$ cat src/rtl/rr_arbiter_param.sv
// rr_arbiter_param: round-robin arbiter for N requesters with an optional
// hold quota. The grant is combinational from request and the registered
// owner/busy/hold state. Index, one-hot grant and valid are produced together.
//
// Handshake: a requester holds its request bit high for as long as it wants
// the resource. It owns the resource in every cycle where valid is high and
// user equals its index (equivalently grant[i] is high). There is no
// back-pressure and no separate acknowledge.
module rr_arbiter_param #(
    parameter int N        = 4,
    parameter int MAX_HOLD = 8
) (
    input  logic                                 clock,
    input  logic                                 reset_n,
    input  logic [N-1:0]                         request,
    output logic                                 valid,
    output logic [((N > 2) ? $clog2(N) : 1)-1:0] user,
    output logic [N-1:0]                         grant
);

    localparam int IDX_W = (N > 2) ? $clog2(N) : 1;
    localparam int CNT_W = (MAX_HOLD > 0) ? $clog2(MAX_HOLD + 1) : 1;

    // Last granted index. It is reset to N-1 so that the first search starts at 0.
    logic [IDX_W-1:0] owner_reg;
    // This register holds the value of valid from the previous cycle.
    logic             busy_reg;
    logic             expired;
    logic             others;
    logic             owner_req;
    logic             rot_found;
    logic [IDX_W-1:0] rot_idx;
    logic [N-1:0]     owner_onehot;

    assign owner_onehot = {{(N-1){1'b0}}, 1'b1} << owner_reg;
    assign owner_req    = request[owner_reg];
    assign others       = |(request & ~owner_onehot);

    // Cyclic search from owner_reg+1, wrapping modulo N, ending at owner_reg.
    always_comb begin
        int cand;
        rot_found = 1'b0;
        rot_idx   = '0;
        cand      = 0;
        for (int k = 1; k <= N; k++) begin
            cand = int'(owner_reg) + k;
            if (cand >= N) cand = cand - N;
            if (!rot_found && request[cand]) begin
                rot_found = 1'b1;
                rot_idx   = IDX_W'(cand);
            end
        end
    end

    // Decide between idle, persisting with the current owner, or rotating.
    // Reset forces every output to zero regardless of request.
    always_comb begin
        valid = 1'b0;
        user  = '0;
        grant = '0;
        if (reset_n && (|request)) begin
            valid = 1'b1;
            if (busy_reg && owner_req && !(expired && others))
                user = owner_reg;
            else
                user = rot_idx;
            grant = {{(N-1){1'b0}}, 1'b1} << user;
        end
    end

    // Track the previous valid and the fairness pointer. Idle leaves the pointer alone.
    always_ff @(posedge clock or negedge reset_n) begin
        if (!reset_n) begin
            owner_reg <= IDX_W'(N - 1);
            busy_reg  <= 1'b0;
        end else begin
            busy_reg <= valid;
            if (valid) owner_reg <= user;
        end
    end

    generate
        if (MAX_HOLD == 0) begin : g_no_quota
            assign expired = 1'b0;
        end else begin : g_quota
            logic [CNT_W-1:0] hold_cnt;

            assign expired = (hold_cnt >= CNT_W'(MAX_HOLD));

            // Count consecutive cycles of the same owner. The count saturates at the quota.
            always_ff @(posedge clock or negedge reset_n) begin
                if (!reset_n) begin
                    hold_cnt <= '0;
                end else if (!valid) begin
                    hold_cnt <= '0;
                end else if (!busy_reg || (user != owner_reg)) begin
                    hold_cnt <= CNT_W'(1);
                end else if (hold_cnt < CNT_W'(MAX_HOLD)) begin
                    hold_cnt <= hold_cnt + CNT_W'(1);
                end
            end
        end
    endgenerate

endmodule

$ cat config.mk
export PLATFORM = sky130hd
export DESIGN_NAME = rr_arbiter_param
export DESIGN_NICKNAME = d
export VERILOG_FILES = /design/src/rtl/rr_arbiter_param.sv
export SDC_FILE = /design/constraint.sdc
export NUM_CORES = 1
export LEC_CHECK = 0
export CAP_MARGIN = 20
export CORE_MARGIN = 10
export CORE_UTILIZATION = 45
export DETAILED_ROUTE_END_ITERATION = 16
export PLACE_DENSITY = 0.75
export SLEW_MARGIN = 20
export SYNTH_ARGS = -nofsm -noshare
export SYNTH_HDL_FRONTEND = slang
export SYNTH_SLANG_ARGS = --single-unit
$ cat constraint.sdc
create_clock -name clock -period 3.7 [get_ports clock]
set_input_delay 1.11 -clock clock [delete_from_list [all_inputs] [get_ports clock]]
set_output_delay 1.11 -clock clock [all_outputs]
set_load 0.01 [all_outputs]
==> results of run 1 <==
-- final timing paths --
check,slack [ns],start,endpoint
min in group asynchronous,1.15,reset_n,busy_reg$_DFF_PN0_
setup / recovery,-0.41,request[3],grant[1]
max in group asynchronous,2.34,reset_n,owner_reg[1]$_DFFE_PN1P_
hold / removal,0.63,g_quota.hold_cnt[2]$_DFFE_PN0P_,g_quota.hold_cnt[2]$_DFFE_PN0P_
setup reg to reg,0.82,owner_reg[0]$_DFFE_PN1P_,g_quota.hold_cnt[3]$_DFFE_PN0P_
hold reg to reg,0.63,g_quota.hold_cnt[2]$_DFFE_PN0P_,g_quota.hold_cnt[2]$_DFFE_PN0P_
-- layer usage --
layer,up-vias,global-route usage
met2,44,0.244
met3,12,0.0247
met4,0,0.0669
met1,454,0.166
li1,410,-
met5,-,0
-- Yosys cell counts, types with 2 or more instances --
master and n:
nor2_1 3, nor2b_1 9, nand2_1 3, a21oi_1 2, mux2i_1 3, a311oi_1 2, nor3_1 7, nand3_1 2
xnor2_1 2, buf_2 2, mux4_2 4, and2_1 2, o21ai_0 2, dfstp_2 2, o211ai_1 2, ha_1 6
dfrtp_1 5, inv_1 4
-- kinds of logic after synthesis --
group	after synthesis	synth area share
flip-flops	7	0.230
AO/OA/AOI/OAI	21	0.227
multiplexers	7	0.156
buffers and inverters	8	0.0519
adder cells (fa/ha/maj)	6	0.0972
XOR/XNOR	2	0.0227
AND/OR/NAND/NOR	28	0.216
-- where the power goes --
part / switching [W] / total [W] / internal (W)
Clock: 0.0000371 / 0.0000789 / 0.0000417
Combinational: 0.000584 / 0.00122 / 0.000633
Sequential: 0.0000171 / 0.000118 / 0.000101
-- metrics by stage --
stage,area (um^2),setup slack (ns),instances
floorplan,797,0.00754,79
global placement,1130,-1.04,131
detailed placement,1130,-1.12,131
CTS,1290,-0.261,146
global route,1400,-0.441,151
finish,1400,-0.411,151
-- final cells by class --
| type | count | area [um^2] | share of cell area |
|---|---|---|---|
| Tap cell | 16 | 20.0 | 0.0143 |
| Inverter | 5 | 18.8 | 0.0134 |
| Timing Repair Buffer | 55 | 484 | 0.345 |
| Clock buffer | 4 | 26.3 | 0.0187 |
| Multi-Input combinational cell | 64 | 676 | 0.482 |
| Sequential cell | 7 | 178 | 0.127 |
-- worst max-delay path, cell delays in order --
cell      delay [ns]
buf_8           0.11
mux4_2          0.53
buf_4           0.17
a311oi_2        0.33
o21bai_2        0.16
a21oi_2         0.21
buf_4           0.15
nor2b_4         0.14
buf_6           0.10
-- repair_timing --
| action | in CTS | in global routing |
|---|---|---|
| resized for setup | 62 | 15 |
| pin swaps | 11 | 7 |
| setup buffers | 12 | 5 |
| endpoints found under the setup margin | 7 | 7 |
==> impl_results.md, run 1 <==
* Reg clk slew, reported paths at 0.05 ns
* Mapped Area at 772 um^2
* Starting Density at 0.495
* Worst hold path depth at 2
* HPWL after DPL at 1720 um
* Vias in the first global route at 862
* Slew Limit Fails at 0
* Drt initial violations at 33
* Max VDD drop at 764 uV
* Final setup TNS at -2.25 ns
* Failing checks: negative setup slack
* HP Class: flop to flop
* Final #Nets at 148
* Syn avg cell area at 9.77 um^2
* Ys async rst share at 1.00
* Die Wd at 61.4 um
* GRT Residual Overflow at 0
* Residual DRC at 0
* RSZ-0062 raised after global routing: true
* Seq cells post-synth at 7
* # fillers at 66
* Core Util, Final at 0.900
* Cts hold-fix bufs at 0
* Iteration count of the initial detailed-routing pass at 4
* Area contributors post-synth: dfrtp_1 16%, mux4_2 12%, ha_1 9.7%, nor2b_1 7.3%, dfstp_2 6.8%
* Most frequent cells in the layout: 38 x buf_4, 9 x buf_6, 7 x nor2b_1, 5 x ha_1, 5 x dfrtp_1
* Total number of vias at 920
* Crit path launch type: primary input
* Post-synth cell types at 35
* DIE HEIGHT at 61.4 um
* Status: complete, but fails checks
* Fmax at 243 MHz
* Worst slew pin tran at 0.437 ns
* WL per Instance at 21.8 um
* Maxcap violations at 0
* Final period utilization at 1.11
* Sequential area share after synthesis at 0.230
* Synth Instances at 79
* Gpl congestion at 0.875
* Top Metal Used: met4
* Clk buf depth at 2
* Num CTS Buffers at 3
* Post-synth top area share at 0.162
* Arr. time, crit path at 3.00 ns
* First-pass GRT wire length at 3970 um
* Synth Warn # at 0
* Met2 wire len at 1610 um
* Port bufs at 12
* Met3 Wirelength at 157 um
* Critical Path RT at 2.59 ns
* Area grow syn2layout at 81.7%
* Slew HR at 0.707
* Die footprint at 3770 um^2
* Final hold violation count at 0
* IO Count at 13
* FP Rows at 14
* CTS H-tree lvls at 1
* Final Routed Wirelength at 3300 um
* Total Power at 0.00141 W
* Worst setup path class: primary input to output port
* Commonest non-fill, non-tap cell in the layout: buf_4
* Worst skew pair latency at 0.28 ns
* Clock skew at 0.00861 ns
* Largest register FFs at 4
* M1 WL at 1400 um
* WHS at 0.627 ns
* CTS tree: yes
* Syn Nets at 91
* Setup crit end kind: output port
* FF-to-FF path depth at 13
* ANT cells at 0
* GRT Total Usage at 0.141
* Post-synth EDFFs at 0
* CTS Sinks at 7
* Number of vias per cell at 6.09
* Initial antenna violation count at 0
* Layout cells sized above 1 at 0.607
* Root buf cell: clkbuf_4
* Most used DFF post-synth: dfrtp_1
* Core box area at 1560 um^2
* Top cell type by total area after synthesis: dfrtp_1
* Leakage power at 0.644 nW
* Largest net degree at the start of global routing at 13
* Final setup viols at 6
* Post-DRT Antenna Nets at 0
* Tmin final at 4.11 ns
* Pwr dens at 1010 nW/um^2
* Setup WS post-layout at -0.411 ns
* Worst-path fanout max at 6
Power figures use the tool's default switching activity.
==> run 2: changes to the inputs <==
--- a/config.mk
+++ b/config.mk
@@ -5,11 +5,11 @@
 export SDC_FILE = /design/constraint.sdc
 export NUM_CORES = 1
 export LEC_CHECK = 0
-export CAP_MARGIN = 20
+export ABC_CLOCK_PERIOD_IN_PS = 3700
 export CORE_MARGIN = 10
 export CORE_UTILIZATION = 45
 export DETAILED_ROUTE_END_ITERATION = 16
-export PLACE_DENSITY = 0.75
+export PLACE_DENSITY = 0.81
 export SLEW_MARGIN = 20
 export SYNTH_ARGS = -nofsm -noshare
 export SYNTH_HDL_FRONTEND = slang
==> run 2 against run 1 <==
- the flow still finishes with violations (negative setup slack)
- clock power is 17% lower
- via count fell by 9.1%
- critical path depth down 1
- critical endpoint unchanged
- clock skew down 0.0081 ns
- largest cell class unchanged
- worst hold slack got worse by 0.068 ns
- non-clock buffer count down 7
==> impl_results.md, run 2 (synthesis results as in run 1) <==
* DIE HEIGHT at 61.4 um (unchanged)
* Setup crit end: grant[1]
* Worst path max stage delay at 0.56 ns (+0.03 ns)
* Tmin final at 3.99 ns (-0.121 ns)
* Iteration count of the initial detailed-routing pass at 4 (unchanged)
* GRT Residual Overflow at 0 (unchanged)
* HP Class: flop to flop
* Gpl congestion at 0.848 (-3.0%)
* Worst setup path class: primary input to output port
* Slew HR at 0.752 (+0.0451)
* Port bufs at 12 (unchanged)
* Leakage power at 0.600 nW (-6.8%)
* Total number of vias at 836 (-9.1%)
* Fmax at 251 MHz (+3.0%)
* Arr. time, crit path at 2.88 ns (-0.12 ns)
* Crit-path cells: buf_8 -> mux4_2 -> nor4b_4 -> a31o_1 -> nand2_2 -> a21oi_2 -> nor2b_4 -> buf_6
* Worst slew pin tran at 0.370 ns (-0.0673 ns)
* Critical path's top delay family: simple AND/OR/NAND/NOR gates
* RSZ-0062 raised after global routing: true
* FF-to-FF path depth at 9 (-4)
* Clk buf depth at 2 (unchanged)
* CTS Sinks at 7 (unchanged)
* Setup WS post-layout at -0.290 ns (+0.121 ns)
* DP Area at 1100 um^2 (-2.7%)
* RR Endpoint: g_quota.hold_cnt[0]$_DFFE_PN0P_
* Critical Path RT at 2.59 ns (about the same)
* Core Util, Final at 0.843 (-0.0562)
* Area grow syn2layout at 70.3%
* Core box area at 1560 um^2 (unchanged)
* Die footprint at 3770 um^2 (unchanged)
* ANT cells at 0 (unchanged)
* RR Startpoint: owner_reg[0]$_DFFE_PN1P_
* R2R Setup Slk at 1.07 ns (+0.25 ns)
* Largest register FFs at 4 (unchanged)
* Crit path launch type: primary input
* Most frequent cells in the layout: 31 x buf_4, 8 x nor2b_1, 6 x buf_6, 5 x ha_1, 5 x dfrtp_1
* Residual DRC at 0 (unchanged)
* Number of vias per cell at 5.81 (-4.7%)
* Final #Nets at 141 (-4.7%)
* Root buf cell: clkbuf_4
* Final setup viols at 6 (unchanged)
* Maxcap violations at 0 (unchanged)
* Worst-path fanout max at 5 (-1)
* Total Power at 0.00121 W (-14%)
* Layout cells sized above 1 at 0.570 (-0.0371)
* FP Rows at 14 (unchanged)
* Levels on crit path at 8 (-1)
* Setup crit start: request[2]
* Max VDD drop at 556 uV (-27%)
* Drt initial violations at 13 (-61%)
* Status: complete, but fails checks
* Clock skew at 0.000464 ns (-0.00815 ns)
* Slew Limit Fails at 0 (unchanged)
* Num CTS Buffers at 3 (unchanged)
* Die Wd at 61.4 um (unchanged)
* Final hold violation count at 0 (unchanged)
* Pwr dens at 923 nW/um^2 (-8.4%)
* Final Routed Wirelength at 2570 um (-22%)
* Failing checks: negative setup slack
* Worst skew pair latency at 0.24 ns (-0.04 ns)
* Setup crit end kind: output port
* WL per Instance at 17.8 um (-18%)
* Largest net degree at the start of global routing at 9 (-4)
* Starting Density at 0.495 (unchanged)
* Finished Cell Area at 1320 um^2 (-6.2%)
* Post-DRT Antenna Nets at 0 (unchanged)
* Reg clk slew, reported paths at 0.05 ns (about the same)
* HPWL after DPL at 1720 um (about the same)
* CP bufs+invs at 2 (-2)
* Commonest non-fill, non-tap cell in the layout: buf_4
* Initial antenna violation count at 0 (unchanged)
* CTS tree: yes
* GRT Total Usage at 0.137 (-0.00418)
* IO Count at 13 (unchanged)
* Vias in the first global route at 871 (+1.0%)
* Final period utilization at 1.08 (-0.0327)
* First-pass GRT wire length at 4020 um (+1.2%)
* Final setup TNS at -1.47 ns (+0.782 ns)
* Crit path max-delay cell type: mux4_2
* # fillers at 79 (+20%)
* CTS H-tree lvls at 1 (unchanged)
run 2: changes by cell type in the layout (fill, tap and decap cells not counted), moves of 2 or more:
cell    delta
buf_4      -7
buf_6      -3
nor3_2     +3
buf_2      +2
nor3_4     -2
run 2: area by class of cell:
type / count / area, um^2 / area share
multi-input combinational: 64 / 649 / 0.494
inverter: 5 / 18.8 / 0.0143
clock buffer: 4 / 26.3 / 0.0200
tap: 16 / 20.0 / 0.0152
sequential: 7 / 178 / 0.135
timing repair buffer: 48 / 423 / 0.322
run 2: how the worst min path moves through the flow:
stage | from | endpoint | slack, ns | cells after the start
6_report | g_quota.hold_cnt[2]$_DFFE_PN0P_ | g_quota.hold_cnt[2]$_DFFE_PN0P_ | 0.56 | 2
2_1_floorplan | g_quota.hold_cnt[2]$_DFFE_PN0P_ | g_quota.hold_cnt[2]$_DFFE_PN0P_ | 0.53 | 2
3_5_place_dp | g_quota.hold_cnt[2]$_DFFE_PN0P_ | g_quota.hold_cnt[2]$_DFFE_PN0P_ | 0.56 | 2
3_3_place_gp | g_quota.hold_cnt[2]$_DFFE_PN0P_ | g_quota.hold_cnt[2]$_DFFE_PN0P_ | 0.55 | 2
4_1_cts | g_quota.hold_cnt[2]$_DFFE_PN0P_ | g_quota.hold_cnt[2]$_DFFE_PN0P_ | 0.56 | 2
5_1_grt | g_quota.hold_cnt[2]$_DFFE_PN0P_ | g_quota.hold_cnt[2]$_DFFE_PN0P_ | 0.58 | 2
run 2: worst register-to-register path, delay by kind of cell, from the launching register on:
kind | cells | cell delay, ns
AO/OA/AOI/OAI | 5 | 1.27
flip-flops | 1 | 0.57
buffers and inverters | 3 | 0.42
adder cells (fa/ha/maj) | 1 | 0.26
run 2: through the flow:
step                worst slack [ns]  hold WS, ns  std cells
finish                        -0.290        0.559        144
global route                  -0.348        0.581        144
CTS                           -0.255        0.558        140
detailed placement             -1.25        0.557        127
global placement               -1.11        0.548        127
floorplan                    0.00754        0.531         79
run 2: power breakdown:
group | switching, W | internal [W] | total [W] | leakage [nW]
Clock | 0.0000243 | 0.0000409 | 0.0000652 | 0.0150
Combinational | 0.000493 | 0.000537 | 0.00103 | 0.498
Sequential | 0.0000172 | 0.000102 | 0.000119 | 0.0866
Total | 0.000535 | 0.000679 | 0.00121 | 0.600
run 2: repair_timing:
action / in CTS / in global routing
pin swaps: 12 / 2
hold buffers: 0 / 0
resized for setup: 67 / 4
setup endpoints to repair: 7 / 7
buffers inserted: 9 / 4
run 2: per-layer routing:
layer / part of all wire / global-route usage / vias to the layer above
li1: - / - / 397
met1: 0.43 / 0.166 / 420
met2: 0.53 / 0.240 / 17
met3: 0.034 / 0.0267 / 2
met4: 0.0055 / 0.0414 / 0
met5: 0 / 0 / -
